===== src/rtl/fetch_pkg.sv =====
// Shared types and constants for the instruction fetch front end and the IF/ID register.
package fetch_pkg;

    localparam int unsigned PC_W    = 64;
    localparam int unsigned INSTR_W = 32;

    // addi x0, x0, 0: shown on the instruction output whenever nothing real has been fetched
    localparam logic [INSTR_W-1:0] NOP_INSTR = 32'h00000013;

    typedef enum logic [1:0] {
        ISSUE = 2'd0,
        WAIT  = 2'd1,
        FULL  = 2'd2,
        DROP  = 2'd3
    } fetch_state_t;

endpackage


===== src/rtl/fetch_stage.sv =====
// Instruction fetch front end: one outstanding imem read, registered {PC, instruction} toward IF/ID.
// Optional FETCH_MISALIGN_CHECK_EN adds misalign_o and presents a NOP for misaligned redirect targets.
module fetch_stage
    import fetch_pkg::*;
#(
    parameter logic [PC_W-1:0] ResetPC = 64'h0,
    parameter int unsigned     PcStep  = 4
) (
    input  logic               clk_i,
    input  logic               reset_i,
    input  logic               redirect_i,
    input  logic [PC_W-1:0]    redirect_pc_i,
    output logic               imem_req_o,
    output logic [PC_W-1:0]    imem_addr_o,
    input  logic               imem_rvalid_i,
    input  logic [INSTR_W-1:0] imem_rdata_i,
    output logic               valid_o,
    output logic [PC_W-1:0]    PC_o,
    output logic [INSTR_W-1:0] instruction_o,
`ifdef FETCH_MISALIGN_CHECK_EN
    output logic               misalign_o,
`endif
    input  logic               ready_i
);

    fetch_state_t r_state;
    fetch_state_t w_stateNext;

    logic [PC_W-1:0]    r_pc;
    logic [PC_W-1:0]    w_pcNext;
    logic [PC_W-1:0]    w_pcInc;
    logic [PC_W-1:0]    w_redirectPc;
    logic               w_capture;
    logic               w_dropValid;

    logic               r_valid;
    logic [PC_W-1:0]    r_pcOut;
    logic [INSTR_W-1:0] r_instr;

`ifdef FETCH_MISALIGN_CHECK_EN
    logic r_misPending;
    logic r_misalign;
    logic w_presentNop;
    logic w_misaligned;

    assign w_redirectPc = redirect_pc_i;
    assign w_misaligned = |redirect_pc_i[1:0];
`else
    assign w_redirectPc = redirect_pc_i & ~PC_W'(3);
`endif

    assign w_pcInc = r_pc + PC_W'(PcStep);

    // Reset is folded in so no request leaks out while the memory is also held in reset.
`ifdef FETCH_MISALIGN_CHECK_EN
    assign imem_req_o = (r_state == ISSUE) && !redirect_i && !reset_i && !r_misPending;
`else
    assign imem_req_o = (r_state == ISSUE) && !redirect_i && !reset_i;
`endif
    assign imem_addr_o   = r_pc;
    assign valid_o       = r_valid;
    assign PC_o          = r_pcOut;
    assign instruction_o = r_instr;

    always_ff @(posedge clk_i or posedge reset_i) begin
        if (reset_i) begin
            r_state <= ISSUE;
        end else begin
            r_state <= w_stateNext;
        end
    end

    // A redirect overrides everything; a pending response must still be absorbed in DROP.
    always_comb begin
        w_stateNext = r_state;
        w_pcNext    = r_pc;
        w_capture   = 1'b0;
        w_dropValid = 1'b0;
`ifdef FETCH_MISALIGN_CHECK_EN
        w_presentNop = 1'b0;
`endif
        if (redirect_i) begin
            w_pcNext    = w_redirectPc;
            w_dropValid = 1'b1;
            if ((r_state == WAIT) || (r_state == DROP)) begin
                w_stateNext = imem_rvalid_i ? ISSUE : DROP;
            end else begin
                w_stateNext = ISSUE;
            end
        end else begin
            case (r_state)
                ISSUE: begin
`ifdef FETCH_MISALIGN_CHECK_EN
                    if (r_misPending) begin
                        w_presentNop = 1'b1;
                        w_stateNext  = FULL;
                    end else begin
                        w_stateNext = WAIT;
                    end
`else
                    w_stateNext = WAIT;
`endif
                end
                WAIT: begin
                    if (imem_rvalid_i) begin
                        w_capture   = 1'b1;
                        w_pcNext    = w_pcInc;
                        w_stateNext = FULL;
                    end
                end
                FULL: begin
                    if (ready_i) begin
                        w_dropValid = 1'b1;
                        w_stateNext = ISSUE;
                    end
                end
                DROP: begin
                    if (imem_rvalid_i) begin
                        w_stateNext = ISSUE;
                    end
                end
                default: w_stateNext = ISSUE;
            endcase
        end
    end

    always_ff @(posedge clk_i or posedge reset_i) begin
        if (reset_i) begin
            r_pc    <= ResetPC;
            r_valid <= 1'b0;
            r_pcOut <= '0;
            r_instr <= NOP_INSTR;
        end else begin
            r_pc <= w_pcNext;
            if (w_capture) begin
                r_valid <= 1'b1;
                r_pcOut <= r_pc;
                r_instr <= imem_rdata_i;
            end
`ifdef FETCH_MISALIGN_CHECK_EN
            else if (w_presentNop) begin
                r_valid <= 1'b1;
                r_pcOut <= r_pc;
                r_instr <= NOP_INSTR;
            end
`endif
            else if (w_dropValid) begin
                r_valid <= 1'b0;
            end
        end
    end

`ifdef FETCH_MISALIGN_CHECK_EN
    // pc_q stays on the bad target; the consumer is expected to redirect to a trap handler.
    always_ff @(posedge clk_i or posedge reset_i) begin
        if (reset_i) begin
            r_misPending <= 1'b0;
            r_misalign   <= 1'b0;
        end else begin
            if (redirect_i) begin
                r_misPending <= w_misaligned;
            end else if (w_presentNop) begin
                r_misPending <= 1'b0;
            end
            if (w_presentNop) begin
                r_misalign <= 1'b1;
            end else if (w_capture || w_dropValid) begin
                r_misalign <= 1'b0;
            end
        end
    end

    assign misalign_o = r_misalign;
`endif

endmodule


===== config.mk =====
export PLATFORM = sky130hd
export DESIGN_NAME = fetch_stage
export DESIGN_NICKNAME = d
export VERILOG_FILES = /design/src/rtl/fetch_pkg.sv /design/src/rtl/fetch_stage.sv
export SDC_FILE = /design/constraint.sdc
export NUM_CORES = 1
export LEC_CHECK = 0
export ABC_AREA = 1
export CORE_MARGIN = 2
export CORE_UTILIZATION = 30
export DETAILED_ROUTE_END_ITERATION = 16
export SETUP_SLACK_MARGIN = 0.4
export SYNTH_ARGS = -nofsm -noshare
export SYNTH_HDL_FRONTEND = slang
export SYNTH_SLANG_ARGS = --single-unit

===== constraint.sdc =====
create_clock -name clk_i -period 6.5 [get_ports clk_i]
set_input_delay 1.95 -clock clk_i [delete_from_list [all_inputs] [get_ports clk_i]]
set_output_delay 1.95 -clock clk_i [all_outputs]
set_load 0.005 [all_outputs]

==> metrics.cfg, run 1 <==
[cells_and_area]
drive_gt1_share_pct=6.15
nets=1438
layout_common_cells=nand2_1, clkdlybuf4s50_1, dfrtp_1
design_area_um2=11700
area_delta_synth_final_pct=41.4
final_common_cell=nand2_1

[route]
wl_per_cell_um=17.7
drt_wl_total_um=30000
initialDrtViolationCount=672
vias=8236
via_per_inst=4.87
drc_errors=0
antenna_left=0
dr.pass1.iters=6

[placed_design]
placed_area_um2=11200
place.gp.congestion=0.864
io_buffers=256
place_ws_ns=1.52
hpwl_um=21600

[synthesis]
yosysSeqAreaShare_pct=48.0
yosysWarnings=0
avgSynthCellArea_um2=7.57
synth_seq_cells=159
postSynthCellCount=1096
post_synth_num_cell_types=42
syn_area_um2=8300

[setup_path]
end_kind=output pin
crit_fanout=2
r2r_start=r_state[1]$_DFFE_PP0P_
rrSetupSlack_ns=4.03
cp-start-kind=primary input
arrival_ns=3.04
cp.required_ns=4.55
cp-startpoint=reset_i
reg2reg_to=imem_addr_o[36]$_DFFE_PP0N_
setup.worst_path.class=in -> out
r2r_cells=8

[power]
power.share.combinational_pct=36.3
intPower_w=0.00273
switching_share_pct=33.8
power_frac_seq_pct=39.5
power_density_nw_per_um2=351
finalPower_w=0.00412
leakage_nw=5.13
ir_drop_v=0.000124
clkPwrFrac_pct=24.2
p_sw_w=0.00139

[global_routing]
grt_max_degree=160
grt_pass1_wl_um=45800
antenna_found_initial=1
first_global_vias=7750
grtUsageTotal_pct=20.7
gr-total-overflow=0

[outcome]
outcome=finished, final reports clean

[min_path]
min_from=instruction_o[4]$_DFFE_PP1P_
hold_class=reg -> reg
whs_path_depth=2
worstHoldEndpoint=instruction_o[4]$_DFFE_PP1P_

[cts]
cts_hold_buf=0
cts_buffers=17
clockBufferDepth=2
insertion_delay_ns=0.43
clkSinkCount=159
post_cts_resized=0
cts_tree=yes
cts.clk_slew.worst_paths_ns=0.07
cts_root_buffer=clkbuf_16
post_cts_buffers=0
htreeDepth=4

[timing]
setup_viol=0
worst_pin_slew_ns=0.959
drv_slew=0
hold_viol_final=0
rsz0062_at_grt=no
finalCritPeriodShare_pct=76.7
setup_tns_ns=0
timing.final.crit_period_ns=4.99
max_freq_ghz=0.201
slew-limit-headroom_pct=36.0
skew_ns=0.0137
setup_ws_ns=1.51

[floorplan]
coreArea_um2=27000
rows=60
design.die.area_um2=29000
io_pins=263
die-width_um=170
start_util_pct=30.7
die_h_um=170

[flow_run]
max_cap_violations=0

[area by class of cell]
| type | count | area [µm²] |
|---|---|---|
| inverter | 92 | 352 |
| clock inverter | 14 | 133 |
| fill | 2695 | 15300 |
| antenna | 1 | 2.50 |
| multi-input combinational | 802 | 3770 |
| clock buffer | 18 | 439 |
| sequential | 159 | 3980 |
| timing repair buffer | 264 | 2630 |
| tap | 341 | 427 |
[per-stage QoR]
| step | hold WS, ns | cells | utilization, % |
|---|---|---|---|
| 2_1_floorplan | 0.452 | 1099 | - |
| 3_3_place_gp | 0.451 | 1658 | 41.3 |
| 3_5_place_dp | 0.456 | 1658 | 41.3 |
| 4_1_cts | 0.467 | 1690 | 43.4 |
| 5_1_grt | 0.482 | 1690 | 43.4 |
| 6_report | 0.463 | 1691 | 43.4 |
[flip-flops by register name (all words and copies together), names as in the netlist]
register,flops
PC_o,62
imem_addr_o,62
valid_o,1
r_state,2
instruction_o,32
[layer usage]
metal  up-vias  GRT usage, %  wire length [µm]
li1       4022             -                 -
met3        40          4.33              2040
met1      3903          29.0             13700
met5         -             0                 0
met2       271          31.9             13600
met4         0          6.99               702
[synth_stat cells, drive strengths merged]
| master | number | area [µm²] |
|---|---|---|
| dfrtp | 156 | 3900 |
| inv | 92 | 345 |
| nand3b | 16 | 120 |
| clkbuf | 15 | 56.3 |
| o21a | 2 | 15.0 |
| o221ai | 5 | 43.8 |
| nor3 | 6 | 41.3 |
| o21ai | 79 | 395 |
| conb | 1 | 3.75 |
| o2111ai | 6 | 52.6 |
| nand4 | 33 | 206 |
| xor2 | 8 | 70.1 |
| a22o | 2 | 17.5 |
| or2 | 2 | 12.5 |
| o21bai | 2 | 18.8 |
| nand3 | 74 | 370 |
| dfstp | 3 | 78.8 |
| buf | 31 | 156 |
| and2 | 2 | 12.5 |
| o22ai | 1 | 6.26 |
| nand2 | 378 | 1460 |
| xnor2 | 1 | 8.76 |
| ha | 1 | 12.5 |
| o211ai | 7 | 52.6 |
| o31ai | 7 | 52.6 |
| a21oi | 5 | 25.0 |
| a22oi | 1 | 7.51 |
| a31oi | 6 | 37.5 |
| nor2 | 152 | 696 |
| o311ai | 1 | 8.76 |
| nor3b | 1 | 7.51 |
[how the worst max path moves through the flow]
stage,end,slack (ns),cells past startpoint
2_1_floorplan,imem_req_o,1.84,5
3_3_place_gp,imem_req_o,1.51,3
6_report,imem_req_o,1.51,3
3_5_place_dp,imem_req_o,1.52,3
4_1_cts,imem_req_o,1.51,3
5_1_grt,imem_req_o,1.44,3
[power groups by stage]
stage               clock network (W)  registers (W)  logic, W
floorplan                           0        0.00162  0.000538
global placement                    0        0.00163   0.00150
detailed placement                  0        0.00164   0.00151
CTS                           0.00101        0.00163   0.00152
global route                  0.00106        0.00168   0.00166
finish                       0.000995        0.00163   0.00150
[logic make-up (layout without fill, tap and decap cells)]
family          count (synthesis)  after routing  share of synthesized area (%)
simple gates                  664            664                           35.3
buf+inv                       138            388                           6.72
flops                         159            159                           48.0
other cells                     1              5                         0.0452
fa+ha+maj                       1              1                          0.151
xor+xnor                        9              9                          0.950
compound gates                124            124                           8.83
[critical path, cell delays in order]
cell             delay (ns)
clkdlybuf4s50_1        0.45
nor2_1                 0.13
clkdlybuf4s50_1        0.51
Note: power is estimated with default switching activity, not from simulation.
==> run 2: changes to the inputs <==
==> constraint.sdc (replaced) <==
create_clock -name clk_i -period 5.2 [get_ports clk_i]
set_input_delay 1.56 -clock clk_i [delete_from_list [all_inputs] [get_ports clk_i]]
set_output_delay 1.56 -clock clk_i [all_outputs]
set_load 0.005 [all_outputs]
==> metrics.cfg, run 2 (synthesis results as in run 1) <==
[route]
initialDrtViolationCount=722  ; +7.4%
drt_wl_total_um=30300  ; +0.98%
vias=8244  ; +0.097%
dr.pass1.iters=5  ; -1
drc_errors=0  ; unchanged
wl_per_cell_um=17.9  ; +0.98%
antenna_left=0  ; unchanged
via_per_inst=4.88  ; about the same

[power]
ir_drop_v=0.000170  ; +37%
power_density_nw_per_um2=445  ; +27%
leakage_nw=5.16  ; +0.59%

[timing]
drv_slew=0  ; unchanged
setup_viol=0  ; unchanged
worst_pin_slew_ns=1.02  ; +0.0639 ns
setup_tns_ns=0  ; unchanged
slew-limit-headroom_pct=31.7  ; -4.3 points
hold_viol_final=0  ; unchanged
skew_ns=0.0168  ; +0.00310 ns
rsz0062_at_grt=no
timing.final.crit_period_ns=4.20
max_freq_ghz=0.238
finalCritPeriodShare_pct=80.7

[floorplan]
start_util_pct=30.7  ; unchanged
coreArea_um2=27000  ; unchanged
design.die.area_um2=29000  ; unchanged
rows=60  ; unchanged
io_pins=263  ; unchanged
die_h_um=170  ; unchanged
die-width_um=170  ; unchanged

[cts]
cts_tree=yes
clkSinkCount=159  ; unchanged
insertion_delay_ns=0.44  ; about the same
htreeDepth=4  ; unchanged
post_cts_resized=0  ; unchanged
clockBufferDepth=2  ; unchanged
cts_hold_buf=0  ; unchanged
cts_root_buffer=clkbuf_16
cts_buffers=17  ; unchanged
post_cts_buffers=0  ; unchanged
cts.clk_slew.worst_paths_ns=0.07  ; about the same

[placed_design]
io_buffers=256  ; unchanged
hpwl_um=22000  ; +1.9%
place_inst=1659  ; +0.060%
place.gp.congestion=0.854  ; -1.2%

[setup_path]
critPathMaxStageDelay_ns=0.51  ; about the same
crit_top_cell=clkdlybuf4s50_1
cp-start-kind=primary input
arrival_ns=2.64  ; -0.40 ns
end_kind=output pin
critPathTopFamily=buffers and inverters
critPathSlowestCell=clkdlybuf4s50_1
crit_fanout=2  ; unchanged
path_cells=clkdlybuf4s50_1 -> nor2_1 -> clkdlybuf4s50_1
path_depth=3  ; unchanged
setup.worst_path.class=in -> out
crit_buf_inv=2  ; unchanged
r2r_start=r_state[1]$_DFFE_PP0P_
cp.required_ns=3.64  ; -0.91 ns
r2r_cells=8  ; unchanged
cp-startpoint=reset_i

[cells_and_area]
final_cell_count_no_fill=1691  ; unchanged
drive_gt1_share_pct=5.85  ; -0.30 points
area_delta_synth_final_pct=42.2
layout_common_cells=nand2_1, clkdlybuf4s50_1, dfrtp_1
nets=1439  ; +0.070%
final_util_pct=43.7  ; +0.24 points
insertedDiodeCount=0  ; -1
final_common_cell=nand2_1

[global_routing]
grt_max_degree=89  ; -44%
gr-total-overflow=0  ; unchanged
first_global_vias=8108  ; +4.6%
grtUsageTotal_pct=21.2  ; +0.44 points
grt_pass1_wl_um=46700  ; +1.9%
antenna_found_initial=0  ; -1

[flow_run]
max_cap_violations=0  ; unchanged

[outcome]
outcome=finished, final reports clean

[min_path]
whs_path_depth=2  ; unchanged
hold_class=reg -> reg
min_from=instruction_o[0]$_DFFE_PP1P_

==> run 2: cell count changes in the layout (fill, tap and decap cells not counted), moves of 2 or more <==
cell | before | now
clkinv_4 | 4 | 2
clkbuf_1 | 0 | 5
inv_6 | 4 | 0
buf_12 | 1 | 3
bufinv_16 | 1 | 4
==> run 2: layer usage <==
layer  vias up  share of wire (%)  track usage (%)
met5         -                  0                0
met4         0                2.3             6.43
met3        36                7.2             6.05
met2       275                 45             32.0
met1      3919                 46             29.3
li1       4014                  -                -
==> run 2: path summary, 6_finish.rpt <==
check / to / slack, ns
setup / recovery: imem_req_o / 1.00
hold / removal: instruction_o[0]$_DFFE_PP1P_ / 0.47
setup reg to reg: imem_addr_o[36]$_DFFE_PP0N_ / 2.76
hold reg to reg: instruction_o[0]$_DFFE_PP1P_ / 0.47
max in group asynchronous: PC_o[25]$_DFFE_PP0P_ / 2.61
min in group asynchronous: PC_o[52]$_DFFE_PP0P_ / 1.66
==> run 2: worst reg2reg max path, delay by kind of cell, from the launching register on <==
kind	cells	cell delay, ns
flip-flops	1	0.41
AND/OR/NAND/NOR	5	0.67
AO/OA/AOI/OAI	1	0.18
buffers and inverters	2	1.11
==> run 2: area by class of cell <==
| class | count | area (µm²) |
|---|---|---|
| Sequential cell | 159 | 3980 |
| Clock inverter | 10 | 163 |
| Clock buffer | 22 | 444 |
| Timing Repair Buffer | 265 | 2660 |
| Multi-Input combinational cell | 802 | 3770 |
| Fill cell | 2731 | 15200 |
| Inverter | 92 | 352 |
| Tap cell | 341 | 427 |
==> run 2: report_power, final <==
group | leakage [nW] | total (W) | internal, W | switching (W)
Sequential | 1.95 | 0.00203 | 0.00168 | 0.000352
Combinational | 2.92 | 0.00188 | 0.00105 | 0.000828
Clock | 0.288 | 0.00134 | 0.000804 | 0.000536
Total | 5.16 | 0.00526 | 0.00354 | 0.00172
==> run 2: through the flow <==
stage | power [W] | hold WS (ns) | cell area (µm²) | setup slack (ns)
floorplan | 0.00269 | 0.452 | 8310 | 1.32
global placement | 0.00392 | 0.451 | 11200 | 0.994
detailed placement | 0.00395 | 0.456 | 11200 | 1.01
CTS | 0.00531 | 0.467 | 11800 | 0.997
global route | 0.00561 | 0.490 | 11800 | 0.914
finish | 0.00526 | 0.466 | 11800 | 1.00
